### src/rtl/gp_pattern_detect.sv
// Serial pattern checker: hunts for a programmed periodic pattern, locks to its phase,
// then flags per-bit mismatches with a saturating error count.
module gp_pattern_detect #(
    parameter logic [15:0] PATTERN_DATA   = 16'h0,
    parameter logic [4:0]  PATTERN_LEN    = 5'd16,
    parameter int unsigned LOCK_PERIODS   = 2,
    parameter int unsigned UNLOCK_PERIODS = 2
) (
    input  logic       CLK,
    input  logic       RST,
    input  logic       IN,
    input  logic       CLR,
    output logic       LOCKED,
    output logic       FRAME,
    output logic       ERR,
    output logic [7:0] ERR_COUNT,
    output logic [3:0] PHASE
);

    if (PATTERN_LEN < 5'd2 || PATTERN_LEN > 5'd16 ||
        LOCK_PERIODS < 1 || LOCK_PERIODS > 15 ||
        UNLOCK_PERIODS < 1 || UNLOCK_PERIODS > 15) begin : g_param_check
        $fatal(1, "gp_pattern_detect: illegal parameter value");
    end

    localparam logic [4:0]  LEN_M1   = PATTERN_LEN - 5'd1;
    localparam logic [3:0]  LAST     = LEN_M1[3:0];
    localparam logic [16:0] ONE      = 17'h1;
    localparam logic [15:0] MASK     = 16'((ONE << PATTERN_LEN) - ONE);
    localparam logic [3:0]  LOCK_N   = 4'(LOCK_PERIODS);
    localparam logic [3:0]  UNLOCK_N = 4'(UNLOCK_PERIODS);

    typedef enum logic [1:0] {S_HUNT, S_VERIFY, S_LOCKED} state_t;

    state_t      state_q, state_d;
    // Only 15 history bits are stored; together with IN they form the 16-bit window.
    logic [14:0] win_q, win_d;
    logic [4:0]  fill_q, fill_d;
    logic [3:0]  phase_q, phase_d;
    logic [3:0]  good_q, good_d;
    logic [3:0]  bad_q, bad_d;
    logic        pbad_q, pbad_d;
    logic        locked_q, locked_d;
    logic        frame_q, frame_d;
    logic        err_q, err_d;
    logic [7:0]  cnt_q, cnt_d;

    logic [15:0] nxt;
    logic        hit;
    logic        mism;
    logic        period_bad;
    logic [3:0]  phase_dec;
    logic [3:0]  good_inc;
    logic [3:0]  bad_nxt;

    always_comb begin
        nxt        = {win_q, IN};
        hit        = (fill_q >= LEN_M1) && ((nxt & MASK) == (PATTERN_DATA & MASK));
        mism       = (IN != PATTERN_DATA[phase_q]);
        phase_dec  = (phase_q == 4'd0) ? LAST : phase_q - 4'd1;
        good_inc   = good_q + 4'd1;
        period_bad = pbad_q | mism;
        bad_nxt    = period_bad ? bad_q + 4'd1 : 4'd0;

        state_d  = state_q;
        win_d    = nxt[14:0];
        fill_d   = (fill_q == PATTERN_LEN) ? fill_q : fill_q + 5'd1;
        phase_d  = phase_q;
        good_d   = good_q;
        bad_d    = bad_q;
        pbad_d   = pbad_q;
        locked_d = locked_q;
        frame_d  = 1'b0;
        err_d    = 1'b0;
        cnt_d    = cnt_q;

        case (state_q)
            S_HUNT: begin
                phase_d  = 4'd0;
                locked_d = 1'b0;
                if (hit) begin
                    phase_d = LAST;
                    good_d  = 4'd1;
                    bad_d   = 4'd0;
                    pbad_d  = 1'b0;
                    if (LOCK_PERIODS == 1) begin
                        state_d  = S_LOCKED;
                        locked_d = 1'b1;
                    end else begin
                        state_d = S_VERIFY;
                    end
                end
            end
            S_VERIFY: begin
                if (mism) begin
                    state_d = S_HUNT;
                    good_d  = 4'd0;
                    phase_d = 4'd0;
                end else begin
                    phase_d = phase_dec;
                    if (phase_q == 4'd0) begin
                        good_d = good_inc;
                        if (good_inc == LOCK_N) begin
                            state_d  = S_LOCKED;
                            locked_d = 1'b1;
                            bad_d    = 4'd0;
                            pbad_d   = 1'b0;
                        end
                    end
                end
            end
            S_LOCKED: begin
                phase_d = phase_dec;
                pbad_d  = period_bad;
                if (mism) begin
                    err_d = 1'b1;
                    if (cnt_q != 8'hFF) cnt_d = cnt_q + 8'd1;
                end
                if (phase_q == 4'd0) begin
                    frame_d = 1'b1;
                    pbad_d  = 1'b0;
                    bad_d   = bad_nxt;
                    if (bad_nxt == UNLOCK_N) begin
                        state_d  = S_HUNT;
                        locked_d = 1'b0;
                        phase_d  = 4'd0;
                        good_d   = 4'd0;
                        bad_d    = 4'd0;
                    end
                end
            end
            default: state_d = S_HUNT;
        endcase

        if (CLR) cnt_d = 8'd0;
    end

    always_ff @(posedge CLK) begin
        if (RST) begin
            state_q  <= S_HUNT;
            win_q    <= '0;
            fill_q   <= '0;
            phase_q  <= '0;
            good_q   <= '0;
            bad_q    <= '0;
            pbad_q   <= 1'b0;
            locked_q <= 1'b0;
            frame_q  <= 1'b0;
            err_q    <= 1'b0;
            cnt_q    <= '0;
        end else begin
            state_q  <= state_d;
            win_q    <= win_d;
            fill_q   <= fill_d;
            phase_q  <= phase_d;
            good_q   <= good_d;
            bad_q    <= bad_d;
            pbad_q   <= pbad_d;
            locked_q <= locked_d;
            frame_q  <= frame_d;
            err_q    <= err_d;
            cnt_q    <= cnt_d;
        end
    end

    assign LOCKED    = locked_q;
    assign FRAME     = frame_q;
    assign ERR       = err_q;
    assign ERR_COUNT = cnt_q;
    assign PHASE     = phase_q;

endmodule

### config.mk
export PLATFORM = sky130hd
export DESIGN_NAME = gp_pattern_detect
export DESIGN_NICKNAME = d
export VERILOG_FILES = /design/src/rtl/gp_pattern_detect.sv
export SDC_FILE = /design/constraint.sdc
export NUM_CORES = 1
export LEC_CHECK = 0
export BUFFER_PORTS_ARGS = -buffer_cell sky130_fd_sc_hd__buf_2
export CORE_ASPECT_RATIO = 1.4
export CORE_UTILIZATION = 53
export CTS_CLUSTER_DIAMETER = 120
export DETAILED_ROUTE_END_ITERATION = 10
export PLACE_DENSITY = 0.8
export SYNTH_ARGS = -nofsm -noshare
export SYNTH_HDL_FRONTEND = slang
export SYNTH_SLANG_ARGS = --single-unit
### constraint.sdc
create_clock -name CLK -period 2.2 [get_ports CLK]
set_clock_uncertainty 0.1 [all_clocks]
set_input_delay 0.33 -clock CLK [delete_from_list [all_inputs] [get_ports CLK]]
set_output_delay 0.33 -clock CLK [all_outputs]
set_load 0.01 [all_outputs]
== Word level (Yosys, flattened, before mapping) ==
Memories as Yosys holds them, arrays and structs flattened. A register that Yosys moved wholly into a read port is not among the register bits.
Index checks and enable logic that the tools add are counted.
Cells by class
  reductions and logical operators: 13
  magnitude comparators: 2
  mux-type cells: 44
  bitwise logic cells: 2
  add/sub/neg operators: 5
  eq/ne operators: 15
Operators with widths (number)
  $mux 4: 19
  $pmux 4 s3: 3
  $logic_not 16->1: 1
  $reduce_and 5->1: 3
  $mux 1: 13
  $mux 2: 6
  $ne 2x2->1 const B: 6
  $reduce_and 6->1: 2
  $add 4x1->4 const B: 2
  $add 8x1->8 const B: 1
  $eq 4x2->1 const B: 2
  $ne 8x8->1 const B: 1
  $ne 3x3->1 const B: 2
  $pmux 1 s3: 2
  $pmux 2 s3: 1
  $add 5x1->5 const B: 1
  $eq 5x5->1 const B: 1
  $ge 5x4->1 const B: 1
  $lt 4x5->1 const B: 1
  $logic_not 4->1: 1
  $reduce_or 2->1: 2
  $sub 4x1->4 const B: 1
  $reduce_and 3->1: 1
  $reduce_bool 3->1: 1
  other kinds (7): 7
Storage, ports and cells
  bits in registers: 46
  memories: 1
  memory bits (read-only): 16
  word-level logic and storage cells: 93
Memories
  (name not given): depth 16, bits a word 1, read ports 1, clocked after Yosys merged registers in 1, write ports 0, RTL line 59  | mism = (IN != PATTERN_DATA[phase_q]);

== Depth between registers and ports, before layout ==
  depth after elaboration: 11
  depth in mapped cells: 8

== Least setup slack after synthesis ==
OpenSTA, ideal clock, no wires.
  path kind: register to register
  start point: register phase_q[0], in the netlist PHASE[0]
  end point: register bad_q[2]
  stages on the path, launching flop included: 9
  buffers on the path: 1
  clock period less this slack: 2316 ps
  library setup time: 114 ps
  arrival time: 2102 ps
  slack: -116 ps
  data required time: 1986 ps
  path through: dfxtp_1 > inv_1 > ha_1 > or3b_1 > buf_2 > or3_4 > o32ai_4 > a31oi_4 > a21o_1
On the way
  longest elaborated chain between the ends: 3
  elaborated cells between the ends (all ways): 4
  classes of those cells: 2 x eq/ne; 2 x reduce/logical
RTL lines
  start, declared: RTL line 39  | logic [3:0] phase_q, phase_d;
  start signal, assigned: RTL line 155  | phase_q <= phase_d;
  $logic_not 4->1 *: RTL line 101, 119
  $ne 2x2->1 (no line)
  $reduce_and 6->1 (no line) *
  end signal, assigned: RTL line 145  | bad_q <= '0;
  end signal, assigned: RTL line 157  | bad_q <= bad_d;
  end, declared: RTL line 41  | logic [3:0] bad_q, bad_d;
Every way passes the cells marked *; elsewhere a longest branch is shown, timed or not.
A chain may end at the register's enable or synchronous reset.

== Final worst setup path ==
  start point: register phase_q[1], in the netlist PHASE[1]
  end point: register bad_q[2]
The elaborated chain is that of the path after synthesis.

==> metrics.md <==
| Metric | Value |
|---|---|
| Outcome | finished clean |
| Reg area | 926 um^2 |
| Pre-CTS setup slack | -0.0463 ns |
| Worst Path Max Fanout | 4 |
| DR iter-0 viols | 46 |
| Die ar. | 0.00436 mm^2 |
| Multi-input logic area | 0.00123 mm^2 |
| Worst-Skew Late Latency | 0.29 ns |
| Top post-synthesis cells by count | dfxtp_1 (46), nor2b_1 (19), nor2_1 (18) |
| Compound-Gate Fraction of Synth Area | 15.8% |
| Initial Util | 55.4% |
| Worst slew margin | between 60% and 70% |
| Yosys warns | 0 |
| DRT Pass-1 Iters | 4 |
| Sequential share of the synthesized area | roughly 42% |
| Port Buffers | 18 |
| RSZ-0062 raised after global routing | true |
| Tot GR Track Use | 22.8% |
| Clk buf depth | 2 |
| Largest net degree at the start of global routing | 27 |
| Crit path required time | roughly 2.3 ns |
| Vias in the first global route | 1708 |
| Root Buffer | clkbuf_8 |
| Post-CTS Hold Fix Bufs | 0 |
| Yosys top cell area share | a little over two fifths |
| Die X-Extent | 56.1 um |
| Post-synth EDFFs | 0 |
| Setup TNS | 0 ns |
| Hold Crit Class | input port to flip-flop |
| Yosys cell types | 50 |
| Setup ws final | 0.0450 ns |
| Num Clock Sinks | 46 |
| Antenna cells | 0 |
| CTS tree | yes |
| Net Count, Synth | between 200 and 300 |
| Mux share of post-synthesis cell area | under 10% |
| Xor and xnor area share after synthesis | 5.24% |
| Peak VDD IR | 628 uV |
| Post-DRT Antenna Nets | 0 |
| Worst Setup Start Kind | flip-flop |
| Post-Synth Simple-Gate Area | 24.0% |
| DPL Wire Length | 3.37 mm |
| Fin util | 67.6% |
| Rows | 27 |
| Cell taking the most area after synthesis | dfxtp_1 |
| Via density | 5.72 |
| Core footprint | 0.00392 mm^2 |
| Chip Height | 77.7 um |
| Worst-margin pin slew | 0.586 ns |
| Worst path arrival time | 2.25 ns |
| Num ports | 19 |
| GPL Wtd Cong | 0.825 |
| Max-cap violations | 0 |
| Final wirelength | ~4.7 mm |
| H-Tree Depth | 2 |
| Initial antenna violation count | 0 |
| Non-filler cells, final | between 300 and 400 |
| Leak | 1.05 nW |
| Dpl cells | 306 |
| Syn Inst Count | 234 |
| Drt drc | 0 |
| CP endpoint kind | flip-flop |
| CTS clk-pin slew, worst paths | ~0.080 ns |
| Routed len/inst | ~15 um |
| Vias | approximately 1800 |
| Overflow after GRT | 0 |
| Main combinational cell family by area after synthesis | simple AND/OR/NAND/NOR gates |
| CP Class | flip-flop to flip-flop |
| Hold Fails Final Rpt | 0 |
| Final min period | 2.16 ns |
| Period utilization | 98.0% |
| Synth top area cells | dfxtp_1 (42%), ha_1 (6.9%), nor2b_1 (5.5%), nor2_1 (3.1%), xor2_1 (2.8%) |
| Mapped Area | 0.00217 mm^2 |
| Ratio of cells with drive above 1 in the final layout | 26.2% |
| # fillers | 313 |
| Final Hold Slack | 0.287 ns |
| First-pass GRT wire length | around 7.8 mm |
| Synth Register Bits | between 40 and 50 |
| Area Overhead vs Synth | 21.9% |
| Final slew viol count | 0 |
| Most frequent cell after synthesis | dfxtp_1 |
| FFs w/ async S/R, synth | 0% |
| NumNets Final | 290 |
| Leading register cell type out of synthesis | dfxtp_1 |
| Final setup fails | 0 |
| CTS Buf Count | 5 |
| Syn avg cell area | 9.28 um^2 |
| Fmax | approximately 460 MHz |
| Adder-cell share of the synthesized area | 6.91% |
| Pwr dens | roughly 700 mW/mm^2 |
-- stage by stage --
step,power [W],area [um^2]
detailed placement,0.00120,2440
CTS,0.00183,2580
global placement,0.00119,2440
global route,0.00193,2650
floorplan,0.00112,2190
finish,0.00185,2650
-- flip-flops by register name (all words and copies together), names as in the netlist --
name       cells
bad_q          4
fill_q         5
win_q         15
ERR            1
LOCKED         1
ERR_COUNT      8
state_q        2
good_q         4
pbad_q         1
PHASE          4
FRAME          1
-- cell usage in the layout (no fill, tap or decap), drive strengths merged, types with 3 or more instances in the layout --
master / n
dfxtp: 46
buf: 42
nor2b: 19
nor2: 18
inv: 14
nand2: 13
ha: 12
nor3: 9
a21oi: 9
nand3: 8
xor2: 7
nand4: 7
a31oi: 7
clkbuf: 7
xnor2: 6
nor4: 6
o21ai: 4
o31ai: 3
mux2i: 3
a221oi: 3
a31o: 3
and3: 3
-- where the power goes --
part	switching (W)	internal (W)	total [W]
combinational	0.000198	0.000151	0.000349
sequential	0.0000295	0.000862	0.000891
clock	0.000270	0.000340	0.000610
total	0.000498	0.00135	0.00185
-- area by class of cell --
class | instances | area share, %
Multi-Input combinational cell | 165 | 46.5
Sequential cell | 46 | 35.0
Timing Repair Buffer | 42 | 10.5
Clock buffer | 7 | 2.88
Tap cell | 43 | 2.03
Inverter | 14 | 1.98
Clock inverter | 1 | 1.13
-- repair_timing --
item | CTS | global route
buffers inserted | 2 | 2
pin swaps | 1 | 4
gates cloned | 0 | 0
setup endpoints to repair | 7 | 8
resized for setup | 2 | 13
-- final timing paths --
check | startpoint | end | slack, ns | cells past startpoint
max | PHASE[1]$_SDFFE_PP0N_ | bad_q[2]$_SDFFE_PP0P_ | 0.04 | 8
min | IN | win_q[0]$_SDFF_PP0_ | 0.29 | 2
max reg2reg | PHASE[1]$_SDFFE_PP0N_ | bad_q[2]$_SDFFE_PP0P_ | 0.04 | 8
min reg2reg | win_q[13]$_SDFF_PP0_ | win_q[14]$_SDFF_PP0_ | 0.37 | 1
-- logic make-up (layout without fill, tap and decap cells) --
family | count (synthesis) | after routing
fa+ha+maj | 12 | 12
flops | 46 | 46
simple gates | 94 | 94
xor+xnor | 13 | 13
compound gates | 43 | 43
buf+inv | 23 | 64
mux | 3 | 3
-- metal layers --
metal  GRT usage (%)  vias up  part of all wire, %
met1            25.4      841                   42
li1                -      921                    -
met5               0        -                    0
met4            9.76        0                  2.1
met2            42.0       47                   53
met3            3.67       10                  3.1
-- worst max-delay path: stages (launching register included) --
cell	delay (ns)
dfxtp_2	0.33
inv_2	0.07
ha_4	0.14
or3b_4	0.38
or3_4	0.34
o32ai_4	0.26
buf_6	0.15
a31oi_4	0.09
a21o_1	0.18
No activity file was read; power rests on OpenSTA's default activity.
